## config.mk

```make
export PLATFORM = sky130hd
export DESIGN_NAME = sync_updown_ctr5_flat
export DESIGN_NICKNAME = d
export VERILOG_FILES = /design/src/rtl/sync_updown_ctr5_if.sv /design/src/rtl/sync_updown_ctr5.sv /design/src/flat_wrapper.sv
export SDC_FILE = /design/constraint.sdc
export NUM_CORES = 1
export LEC_CHECK = 0
export BUFFER_PORTS_ARGS = -buffer_cell sky130_fd_sc_hd__buf_2
export CAP_MARGIN = 20
export CORE_AREA = 2 2 39 41
export CTS_CLUSTER_SIZE = 14
export DETAILED_ROUTE_END_ITERATION = 8
export DIE_AREA = 0 0 41 43
export PLACE_DENSITY = 0.48
export SLEW_MARGIN = 10
export SYNTH_ARGS = -nofsm -noshare
export SYNTH_HDL_FRONTEND = slang
export SYNTH_SLANG_ARGS = --single-unit
```

## constraint.sdc

```tcl
create_clock -name clk -period 3.9 [get_ports clk]
set_clock_uncertainty 0.2 [all_clocks]
set_input_delay 0.195 -clock clk [delete_from_list [all_inputs] [get_ports clk]]
set_output_delay 0.195 -clock clk [all_outputs]
set_load 0.005 [all_outputs]
```

## src/rtl/sync_updown_ctr5_if.sv

```systemverilog
`default_nettype none
// ============================================================================
// Module   : sync_updown_ctr5_if
// Brief    : Strobe/direction inputs and count output of the up/down counter.
// Revision : 1.0 - initial release
// ============================================================================
interface sync_updown_ctr5_if #(
    parameter int WIDTH = 5
);
    logic             ct;
    logic             cn;
    logic [WIDTH-1:0] op;

    modport master (
        output ct,
        output cn,
        input  op
    );

    modport slave (
        input  ct,
        input  cn,
        output op
    );
endinterface
`default_nettype wire

```

## src/rtl/sync_updown_ctr5.sv

```systemverilog
`default_nettype none
// ============================================================================
// Module   : sync_updown_ctr5
// Brief    : 5-bit synchronous up/down counter of rising edges on cn.
// Revision : 1.0 - initial release
// ============================================================================
module sync_updown_ctr5 #(
    parameter int WIDTH = 5
) (
    input  wire logic          clk,
    input  wire logic          rst,
    sync_updown_ctr5_if.slave  bus
);

    localparam logic [WIDTH-1:0] c_ONE  = WIDTH'(1);
    localparam logic [WIDTH-1:0] c_ZERO = '0;

    logic [WIDTH-1:0] r_op;
    logic             r_cn_q;
    logic             w_evt;
    logic [WIDTH-1:0] w_inc;
    logic [WIDTH-1:0] w_dec;
    logic [WIDTH-1:0] w_nxt;

    assign w_evt = bus.cn & ~r_cn_q;
    assign w_inc = r_op + c_ONE;
    assign w_dec = r_op - c_ONE;
    assign w_nxt = bus.ct ? w_dec : w_inc;

    // cn_q also loads during reset so a strobe already high cannot count on release.
    always_ff @(posedge clk) begin
        r_cn_q <= bus.cn;
        if (rst) begin
            r_op <= c_ZERO;
        end else if (w_evt) begin
            r_op <= w_nxt;
        end
    end

    assign bus.op = r_op;

endmodule
`default_nettype wire

```

## src/flat_wrapper.sv

```systemverilog
// flat-port wrapper written by rule: the top's interface ports become plain ports
module sync_updown_ctr5_flat 
#(
    parameter int WIDTH = 5
)
  (clk, rst, bus_ct, bus_cn, bus_op);
  sync_updown_ctr5_if #(.WIDTH(WIDTH)) bus_i ();
  input  wire logic clk;
  input  wire logic rst;
  input wire logic [$bits(bus_i.ct)-1:0] bus_ct;
  input wire logic [$bits(bus_i.cn)-1:0] bus_cn;
  output wire logic [$bits(bus_i.op)-1:0] bus_op;
  assign bus_i.ct = bus_ct;
  assign bus_i.cn = bus_cn;
  assign bus_op = bus_i.op;
  sync_updown_ctr5 #(.WIDTH(WIDTH)) u_core (.clk(clk), .rst(rst), .bus(bus_i));
endmodule
```

Word-level counts from Yosys, hierarchy flattened
Cells that the tools add are included.
W data, S select, Z words.
Word-level totals
  input port bits: 4
  register bits: 6
  logic and storage cells: 7
Operators by class
  muxes and demuxes: 1
  bitwise logic cells: 2
  add/subtract/negate cells: 2
Operators with widths (number)
  $add A5 B1 Y5 const B: 1
  $mux W5: 1
  $sub A5 B1 Y5 const B: 1
  $and A1 B1 Y1: 1
  $not A1 Y1: 1

Longest topological paths before layout
Gate-level depths: netlist of run 1.
  depth in word-level cells: 2
  gate-level depth with buffers: 6
  depth with buffers taken out: 6

Worst setup path before layout of run 1
No wires, ideal clock.
  path kind: flip-flop to flip-flop
  from: register u_core.r_op[0], in the netlist u_core.bus.op[0]
  to: register u_core.r_op[4], in the netlist u_core.bus.op[4]
  data arrival time: 1.642 ns
  required time: 3.577 ns
  path buffers: 0
  period minus slack after synthesis: 1.965 ns
  setup time: 0.123 ns
  slack: 1.935 ns
  stages on the path, launching flop included: 7
  cells stage by stage: dfxtp_1 inv_1 fa_1 nand2b_4 a21oi_4 mux2i_1 mux2_1
Between the ends
  cells in the longest elaborated chain, start to end: 2
RTL lines
  from (decl): RTL line sync_updown_ctr5.sv:18  | logic [WIDTH-1:0] r_op;
  from (signal assigned): RTL line sync_updown_ctr5.sv:34  | r_op <= c_ZERO;
  from (signal assigned): RTL line sync_updown_ctr5.sv:36  | r_op <= w_nxt;
  $add A5 B1 Y5 / $sub A5 B1 Y5 (equally long branches): RTL line sync_updown_ctr5.sv:26, sync_updown_ctr5.sv:27
  $mux W5 (*): RTL line sync_updown_ctr5.sv:28  | assign w_nxt = bus.ct ? w_dec : w_inc;
Every way passes the cells marked *; elsewhere a longest branch is shown, timed or not.
A chain may end at the register's enable or synchronous reset.

Worst setup path in the final report of run 1
Same ends and word-level chain as after synthesis.

==> results of run 1 <==
[what timing repair did]
| item | in CTS | in global routing |
|---|---|---|
| hold endpoints to repair | 1 | 0 |
| hold buffers | 1 | 0 |
| buffers inserted | 0 | 0 |
[state kept, by name, summed over array words and instances (netlist names)]
name	count
u_core.bus.op	5
u_core.r_cn_q	1
[synth_stat cells (all sizes together)]
| master | number |
|---|---|
| a21oi | 4 |
| dfxtp | 6 |
| mux2i | 1 |
| nor2b | 2 |
| fa | 1 |
| a21o | 1 |
| mux2 | 1 |
| nand3b | 1 |
| buf | 1 |
| a211oi | 1 |
| nand4b | 1 |
| or4 | 1 |
| ha | 3 |
| inv | 3 |
| nand3 | 2 |
| nand2 | 5 |
| nor2 | 4 |
| nand2b | 3 |
[worst max path at each step]
| stage | to | slack [ns] |
|---|---|---|
| 2_1_floorplan | u_core.bus.op[4] | 1.94 |
| 3_3_place_gp | u_core.bus.op[4] | 1.87 |
| 3_5_place_dp | u_core.bus.op[4] | 1.88 |
| 4_1_cts | u_core.bus.op[4] | 1.87 |
| 5_1_grt | u_core.bus.op[4] | 1.80 |
| 6_report | u_core.bus.op[4] | 1.91 |
[report_power, final]
group | switching (uW) | total, uW | internal [uW]
Sequential | 3.30 | 69.2 | 65.9
Clock | 23.4 | 58.3 | 34.9
Combinational | 17.5 | 33.8 | 16.3
[cells by family after synthesis]
group,count (synthesis)
buffers and inverters,4
multiplexers,2
flip-flops,6
AO/OA/AOI/OAI,6
AND/OR/NAND/NOR,19
adder cells (fa/ha/maj),4
[final cells by class]
| cell class | instances | area, um^2 | share of cell area [%] |
|---|---|---|---|
| Multi-Input combinational cell | 31 | 231 | 50.8 |
| Clock buffer | 3 | 22.5 | 4.95 |
| Tap cell | 16 | 20.0 | 4.40 |
| Inverter | 3 | 11.3 | 2.47 |
| Timing Repair Buffer | 9 | 50.0 | 11.0 |
| Sequential cell | 6 | 120 | 26.4 |
[per-stage QoR]
stage | total power, uW | area (um^2) | setup slack [ns] | hold slack (ns) | util, %
3_3_place_gp | 103 | 423 | 1.87 | 0.121 | 30.6
2_1_floorplan | 92.9 | 368 | 1.94 | 0.0227 | -
5_1_grt | 174 | 455 | 1.80 | 0.0134 | 32.9
6_report | 161 | 455 | 1.91 | 0.0107 | 32.9
4_1_cts | 164 | 455 | 1.87 | 0.0127 | 32.9
3_5_place_dp | 103 | 423 | 1.88 | 0.126 | 30.6
[routing by layer]
layer / vias to the layer above / global-route usage (%)
met2: 9 / 9.38
met5: - / 0
met1: 133 / 13.6
li1: 163 / -
met4: 0 / 10.0
met3: 2 / 3.14
==> out/results.ini, run 1 <==
[logic_synthesis]
synthAdderAreaFrac_pct=15.6
yosysTopAreaCell=dfxtp_1
synthMuxAreaShare_pct=5.78
synth_top_family_by_area=simple AND/OR/NAND/NOR gates
synth_top_area_share_pct=32.7
synth_xor_area_share_pct=0
synth_area_um2=368
yosys.cell_types.count=20
synth_seq_cells=6
yosysWarnings=0
synth_nets=49
avgSynthCellArea_um2=8.97
ys_top_cells_by_area=dfxtp_1, ha_1, fa_1
synth-seq-area-share_pct=32.7
synthCells=41
synth_compound_area_share_pct=12.6
yosys.area_share.simple_pct=28.9

[flow_run]
timing.max_cap.violations=0

[drt]
m1WireLength_um=397
wl_per_cell_um=10.4
dr.pass1.iters=2
drc=0
first_iter_violations=1
num_vias=307
dr_wl_met2_um=255
ant_nets=0
drt_wl_total_um=706
routed_via_density=4.51
wl_met3_um=35
highest_layer=met4

[cells_and_area]
layout-drive-gt1-share_pct=25.0
final_cell_mix=buf_2, dfxtp_1, nand2_1
fillCellCount=156
nNetsFinal=62
area_growth_pct=23.8
stdcell_count=68
antennaDiodeCount=0
final_common_cell=buf_2

[cts]
cts_buffers=3
cts.htree.levels=1
cts_root_buffer=clkbuf_4
ctsResizeCount=0
clk_latency_ns=0.24
cts_tree=yes
clk_pin_slew_ns=0.05
cts_sinks=6
clock_path_buffers=2

[setup_path]
crit_cells=6
slowest_stage=fa_1
reg2reg_to=u_core.bus.op[4]
required_ns=3.83
crit_family=multiplexers
worst-path-max-fanout=4
worstPathArrival_ns=1.92
worstSetupPathType=reg2reg
path_cells=inv_1 -> fa_1 -> nand2b_4 -> a21oi_4 -> mux2i_1 -> mux2_1
cp_num_buf_inv=1
cpPeakStageDelay_ns=0.44
cp-start-kind=flop
r2r_slack_ns=1.91
timing.reg2reg.worst_path_depth=6
worstSetupEndpointType=flop
r2r-start=u_core.bus.op[0]
worst_setup_path_startpoint=u_core.bus.op[0]

[grt]
grt_usage_pct=9.36
antenna_found_initial=0
grt_first_pass_wirelength_mm=1.01
grt_overflow=0
grt_pass1_vias=236
grt_start_max_net_pins=9

[timing]
period_minus_slack_ns=1.99
rsz0062_at_grt=no
tns_ns=0
worst_slew_pin_slew_ns=0.476
final-hold-violation-count=0
report.final.slew_viol_count=0
slew-limit-headroom_pct=68.2
fin_crit_sh_pct=51.1
final-setup-viol-count=0
fmax_ghz=0.502

[power]
ir_worst_vdd_uv=134
leakage_uw=0.000215
p_per_area_nw_per_um2=354

[place]
io_buffers=8
place_congestion=0.683
placedCellCount=64
hpwl_um=535

[min_path]
hp-start=rst
hold_depth=2
worst_hold_path.endpoint=u_core.bus.op[2]
hp-class=in2reg

[die]
die_y_um=43
io_pins=9
coreArea_um2=1380
std_cell_rows=14
initial_core_util_pct=26.6
die_w_um=41
dieArea_um2=1760

[run_status]
outcome=finished clean

Power figures use the tool's default switching activity.
==> inputs of run 2 (changes only) <==
==> constraint.sdc (replaced) <==
create_clock -name clk -period 2 [get_ports clk]
set_clock_uncertainty 0.2 [all_clocks]
set_input_delay 0.1 -clock clk [delete_from_list [all_inputs] [get_ports clk]]
set_output_delay 0.1 -clock clk [all_outputs]
set_load 0.005 [all_outputs]
==> run 2 against run 1 <==
Effect of this change:
- clock power is 97% higher
- core utilization grew 2.5 points
- sequential share of layout area decreased by 1.9 points
- die area unchanged
- power grew 100%
- critical endpoint unchanged
- highest routed layer unchanged
==> out/results.ini, run 2 (synthesized netlist as in run 1, its figures left out) <==
[place]
placedCellCount=67
io_buffers=8
place_congestion=0.659
placed_area_um2=445
hpwl_um=550

[cts]
cts_buffers=3
cts_root_buffer=clkbuf_4
post_cts_buffers=0
clk_pin_slew_ns=0.05
cts_tree=yes
clock_path_buffers=2
clk_latency_ns=0.25
cts_sinks=6
cts.htree.levels=1

[drt]
drc=0
dr.pass1.iters=2
num_vias=325
ant_nets=0
drt_wl_total_um=727
routed_via_density=4.51
wl_per_cell_um=10.1
first_iter_violations=1

[cells_and_area]
final_common_cell=buf_2
final_cell_mix=buf_2, dfxtp_1, nand2_1
largest_register_ff_count=5
antennaDiodeCount=0
final_cell_area_um2=490
fillCellCount=146
stdcell_count=72
fin_util_pct=35.4
layout-drive-gt1-share_pct=30.4
nNetsFinal=66
area_growth_pct=33.3

[setup_path]
r2r-start=u_core.bus.op[0]
worstSetupPathType=reg2reg
crit_family=multiplexers
slowest_stage=fa_2
cp-start-kind=flop
reg2reg_to=u_core.bus.op[4]
r2r_slack_ns=0.10
worstPathArrival_ns=1.83
cp_num_buf_inv=1
path_cells=inv_1 -> fa_2 -> nand2b_4 -> a21oi_4 -> mux2i_1 -> mux2_1
worst-path-max-fanout=2
worstSetupEndpointType=flop
cpPeakStageDelay_ns=0.39
timing.reg2reg.worst_path_depth=6
required_ns=1.93

[power]
clkPwrFrac_pct=35.7
ir_worst_vdd_uv=347
p_seq_share_pct=41.3
p_comb_share_pct=23.0
p_int_uw=234
p_per_area_nw_per_um2=658
leakage_uw=0.000235
p_switching_uw=88.5
p_sw_share_pct=27.4

[die]
die_y_um=43
initial_core_util_pct=26.6
std_cell_rows=14
coreArea_um2=1380
die_w_um=41
dieArea_um2=1760
io_pins=9

[timing]
report.final.slew_viol_count=0
fmax_ghz=0.526
period_minus_slack_ns=1.90
worst_slew_pin_slew_ns=0.276
final-hold-violation-count=0
rsz0062_at_grt=no
final-setup-viol-count=0
slew-limit-headroom_pct=81.5
tns_ns=0
fin_crit_sh_pct=95.0

[grt]
grt_usage_pct=10.5
grt_pass1_vias=271
antenna_found_initial=0
grt_overflow=0
grt_start_max_net_pins=9
grt_first_pass_wirelength_mm=1.15

[min_path]
hp-start=bus_ct
hp-class=in2reg
hold_depth=4
worst_hold_path.endpoint=u_core.bus.op[4]

[flow_run]
timing.max_cap.violations=0

[run_status]
outcome=finished clean

-- run 2: cell types whose count changed in the layout (fill, tap and decap cells not counted), sizes merged --
cell | before | now
buf | 8 | 11
dlygate4sd3 | 1 | 2
-- run 2: per-layer routing --
| layer | GRT usage [%] | share of wire (%) | up-vias |
|---|---|---|---|
| met2 | 11.3 | 37 | 9 |
| met4 | 12.0 | 4.8 | 0 |
| met5 | 0 | 0 | - |
| li1 | - | - | 169 |
| met1 | 14.3 | 53 | 143 |
| met3 | 3.14 | 5.2 | 4 |
-- run 2: worst max-delay path by stage --
stage	start	endpoint	slack, ns	cells after the start
floorplan	u_core.bus.op[0]	u_core.bus.op[4]	0.04	6
global placement	u_core.bus.op[0]	u_core.bus.op[4]	0.04	6
detailed placement	u_core.bus.op[0]	u_core.bus.op[4]	0.03	6
CTS	u_core.bus.op[0]	u_core.bus.op[4]	0.02	6
global route	u_core.bus.op[0]	u_core.bus.op[4]	0.001	6
finish	u_core.bus.op[0]	u_core.bus.op[4]	0.10	6
-- run 2: metrics by stage --
step | setup WS [ns] | hold slack (ns) | total power, uW
final | 0.100 | 0.124 | 323
after floorplan | 0.0350 | -0.0723 | 181
after CTS | 0.0189 | 0.126 | 324
after global placement | 0.0400 | 0.0258 | 206
after global routing | 0.00146 | 0.139 | 346
after detailed placement | 0.0299 | 0.0302 | 206
-- run 2: power by group through the flow --
stage	clock [uW]	sequential, uW	combinational, uW
finish	115	133	74.3
global route	127	134	84.6
CTS	117	133	74.0
detailed placement	0	135	71.0
global placement	0	135	70.5
floorplan	0	137	44.1
-- run 2: worst reg2reg max path, cell delays in order (launching register included) --
cell and delay [ns]:
dfxtp_1 0.32, inv_1 0.07, fa_2 0.39, nand2b_4 0.16
a21oi_4 0.11, mux2i_1 0.20, mux2_1 0.33
-- run 2: area by class of cell --
class,count,area [um^2],share of cell area (%)
repair buffers,13,82.6,16.8
inverters,3,11.3,2.30
well taps,16,20.0,4.08
flip-flops and latches,6,120,24.5
multi-input cells,31,234,47.7
clock buffers,3,22.5,4.59
-- run 2: repair_timing --
item | 4_1_cts | 5_1_grt
hold buffers | 2 | 0
gates resized for setup | 0 | 1
setup endpoints to repair | 0 | 1
endpoints found under the hold margin | 4 | 0
==> inputs of run 3 (changes only) <==
--- a/config.mk
+++ b/config.mk
@@ -5,6 +5,7 @@
 export SDC_FILE = /design/constraint.sdc
 export NUM_CORES = 1
 export LEC_CHECK = 0
+export ABC_AREA = 1
 export BUFFER_PORTS_ARGS = -buffer_cell sky130_fd_sc_hd__buf_2
 export CAP_MARGIN = 20
 export CORE_AREA = 2 2 39 41
==> run 3 against run 2 <==
Effect of this change:
- sequential share of layout area increased by 0.77 points
- design area decreased by 3.1%
- die area unchanged
- critical path type unchanged
- largest cell class unchanged
- largest power group unchanged
- highest routed layer unchanged
==> out/results.ini, run 3 <==
[cells_and_area]
layout-drive-gt1-share_pct=22.7
antennaDiodeCount=0
largest_register_ff_count=5
nNetsFinal=76
area_growth_pct=27.5
multiInputGateArea_um2=211
final_common_cell=nand2_1
ff_latch_area_um2=120
final_cell_mix=nand2_1, inv_1, buf_2
fillCellCount=160

[logic_synthesis]
yosysWarnings=0
synth_seq_cells=6
yosys.cell_types.count=14
synthCells=53
async_flop_share_pct=0
synth_flop_cell=dfxtp_1
synth_area_um2=373
post-synth-top-count-cell=nand2_1
yosysTopAreaCell=dfxtp_1
avgSynthCellArea_um2=7.04
synth_edf_count=0
synth-seq-area-share_pct=32.2
ys_top_cells_by_area=dfxtp_1, nand2_1, ha_1
synth_top_area_share_pct=32.2
synthTopCellsByCount=nand2_1, inv_1, dfxtp_1
synth_nets=61

[cts]
cts_root_buffer=clkbuf_4
clk_pin_slew_ns=0.04
ctsResizeCount=0
cts_buffers=3
clk_latency_ns=0.24
cts.htree.levels=1
clock_path_buffers=2
cts_sinks=6
cts_tree=yes

[min_path]
hold_depth=4
hp-start=bus_ct
worst_hold_path.endpoint=u_core.bus.op[1]
hp-class=in2reg

[setup_path]
r2r_slack_ns=0.38
worstSetupEndpointType=flop
slowest_stage=fa_1
cpPeakStageDelay_ns=0.45
required_ns=1.94
worstSetupPathType=reg2reg
worst-path-max-fanout=3
crit_family=adder cells
worstPathArrival_ns=1.56
r2r-start=u_core.bus.op[0]
path_cells=inv_1 -> fa_1 -> inv_1 -> nand2_1 -> nand2_1 -> nand2_1 -> nand2_1 -> nand3_1 -> nand2_1 -> inv_1
cpMostUsedCell=nand2_1
reg2reg_to=u_core.bus.op[4]
timing.reg2reg.worst_path_depth=10
cp_num_buf_inv=3
cp-start-kind=flop

[timing]
tns_ns=0
final-hold-violation-count=0
fmax_ghz=0.617
fin_crit_sh_pct=81.0
rsz0062_at_grt=no
fin_ws_ns=0.380
final-setup-viol-count=0
whs_ns=0.128
slew-limit-headroom_pct=86.4
period_minus_slack_ns=1.62
report.final.slew_viol_count=0
worst_slew_pin_slew_ns=0.204

[grt]
grt_usage_pct=10.2
grt_first_pass_wirelength_mm=1.18
grt_start_max_net_pins=9
grt_pass1_vias=314
antenna_found_initial=0
grt_overflow=0

[power]
leakage_uw=0.000260
ir_worst_vdd_uv=208
p_per_area_nw_per_um2=666

[die]
coreArea_um2=1380
die_y_um=43
dieArea_um2=1760
io_pins=9
initial_core_util_pct=26.9
die_w_um=41
std_cell_rows=14

[drt]
wl_per_cell_um=8.17
routed_via_density=4.13
drc=0
dr.pass1.iters=3
ant_nets=0
first_iter_violations=3
num_vias=339
drt_wl_total_um=670

[flow_run]
timing.max_cap.violations=0

[place]
place_congestion=0.659
hpwl_um=552
io_buffers=8
pre_cts_ws_ns=0.387

[run_status]
outcome=finished clean

[run 3: changes by cell type after synthesis, moves of 2 or more]
cell | previous run | this run
nand2_1 | 5 | 13
inv_1 | 3 | 8
inv_2 | 0 | 3
o21ai_1 | 0 | 3
nand2b_1 | 2 | 0
nor2b_1 | 2 | 0
or2_1 | 0 | 2
[run 3: report_power, final]
group	switching (uW)	internal (uW)
Combinational	39.7	34.2
Clock	39.5	67.6
Sequential	6.65	129
Total	85.8	231
[run 3: tightest hold or removal path, stage by stage]
cell,delay [ns]
buf_2,0.14
inv_2,0.07
fa_1,0.15
a21oi_1,0.06
[run 3: how the worst max path moves through the flow]
stage | from | endpoint | slack [ns] | cells past startpoint
after floorplan | u_core.bus.op[0] | u_core.bus.op[4] | 0.44 | 10
after global placement | u_core.bus.op[0] | u_core.bus.op[4] | 0.38 | 10
after detailed placement | u_core.bus.op[0] | u_core.bus.op[4] | 0.39 | 10
after CTS | u_core.bus.op[0] | u_core.bus.op[4] | 0.37 | 10
after global routing | u_core.bus.op[0] | u_core.bus.op[4] | 0.22 | 10
final | u_core.bus.op[0] | u_core.bus.op[4] | 0.38 | 10
[run 3: cell type report]
cell class	count	share of cell area (%)
multi-input combinational	36	44.5
sequential	6	25.3
timing repair buffer	10	12.6
inverter	11	8.68
clock buffer	3	4.74
tap	16	4.21
[run 3: what timing repair did]
item,in CTS,in global routing
hold buffers,2,0
endpoints found under the hold margin,6,0
buffers inserted,0,0
[run 3: stage by stage]
stage | total power [uW] | instance area (um^2) | std cells | utilization [%]
2_1_floorplan | 188 | 373 | 53 | -
3_3_place_gp | 210 | 433 | 77 | 31.3
3_5_place_dp | 210 | 433 | 77 | 31.3
4_1_cts | 323 | 475 | 82 | 34.4
5_1_grt | 339 | 475 | 82 | 34.4
6_report | 316 | 475 | 82 | 34.4
[run 3: cell families (layout without fill, tap and decap cells)]
group | after synthesis | after routing | share of synthesized area [%]
XOR/XNOR | 1 | 1 | 2.35
AND/OR/NAND/NOR | 24 | 24 | 29.5
flip-flops | 6 | 6 | 32.2
adder cells (fa/ha/maj) | 4 | 4 | 15.4
buffers and inverters | 11 | 24 | 11.1
AO/OA/AOI/OAI | 7 | 7 | 9.40
[run 3: per-layer routing]
| metal | share of wire (%) | GRT usage, % | routed length, um | up-vias |
|---|---|---|---|---|
| met5 | 0 | 0 | 0 | - |
| met4 | 2.8 | 12.0 | 19 | 0 |
| met3 | 1.8 | 0 | 12 | 2 |
| met2 | 47 | 13.8 | 314 | 5 |
| met1 | 48 | 12.7 | 323 | 140 |
| li1 | - | - | - | 192 |
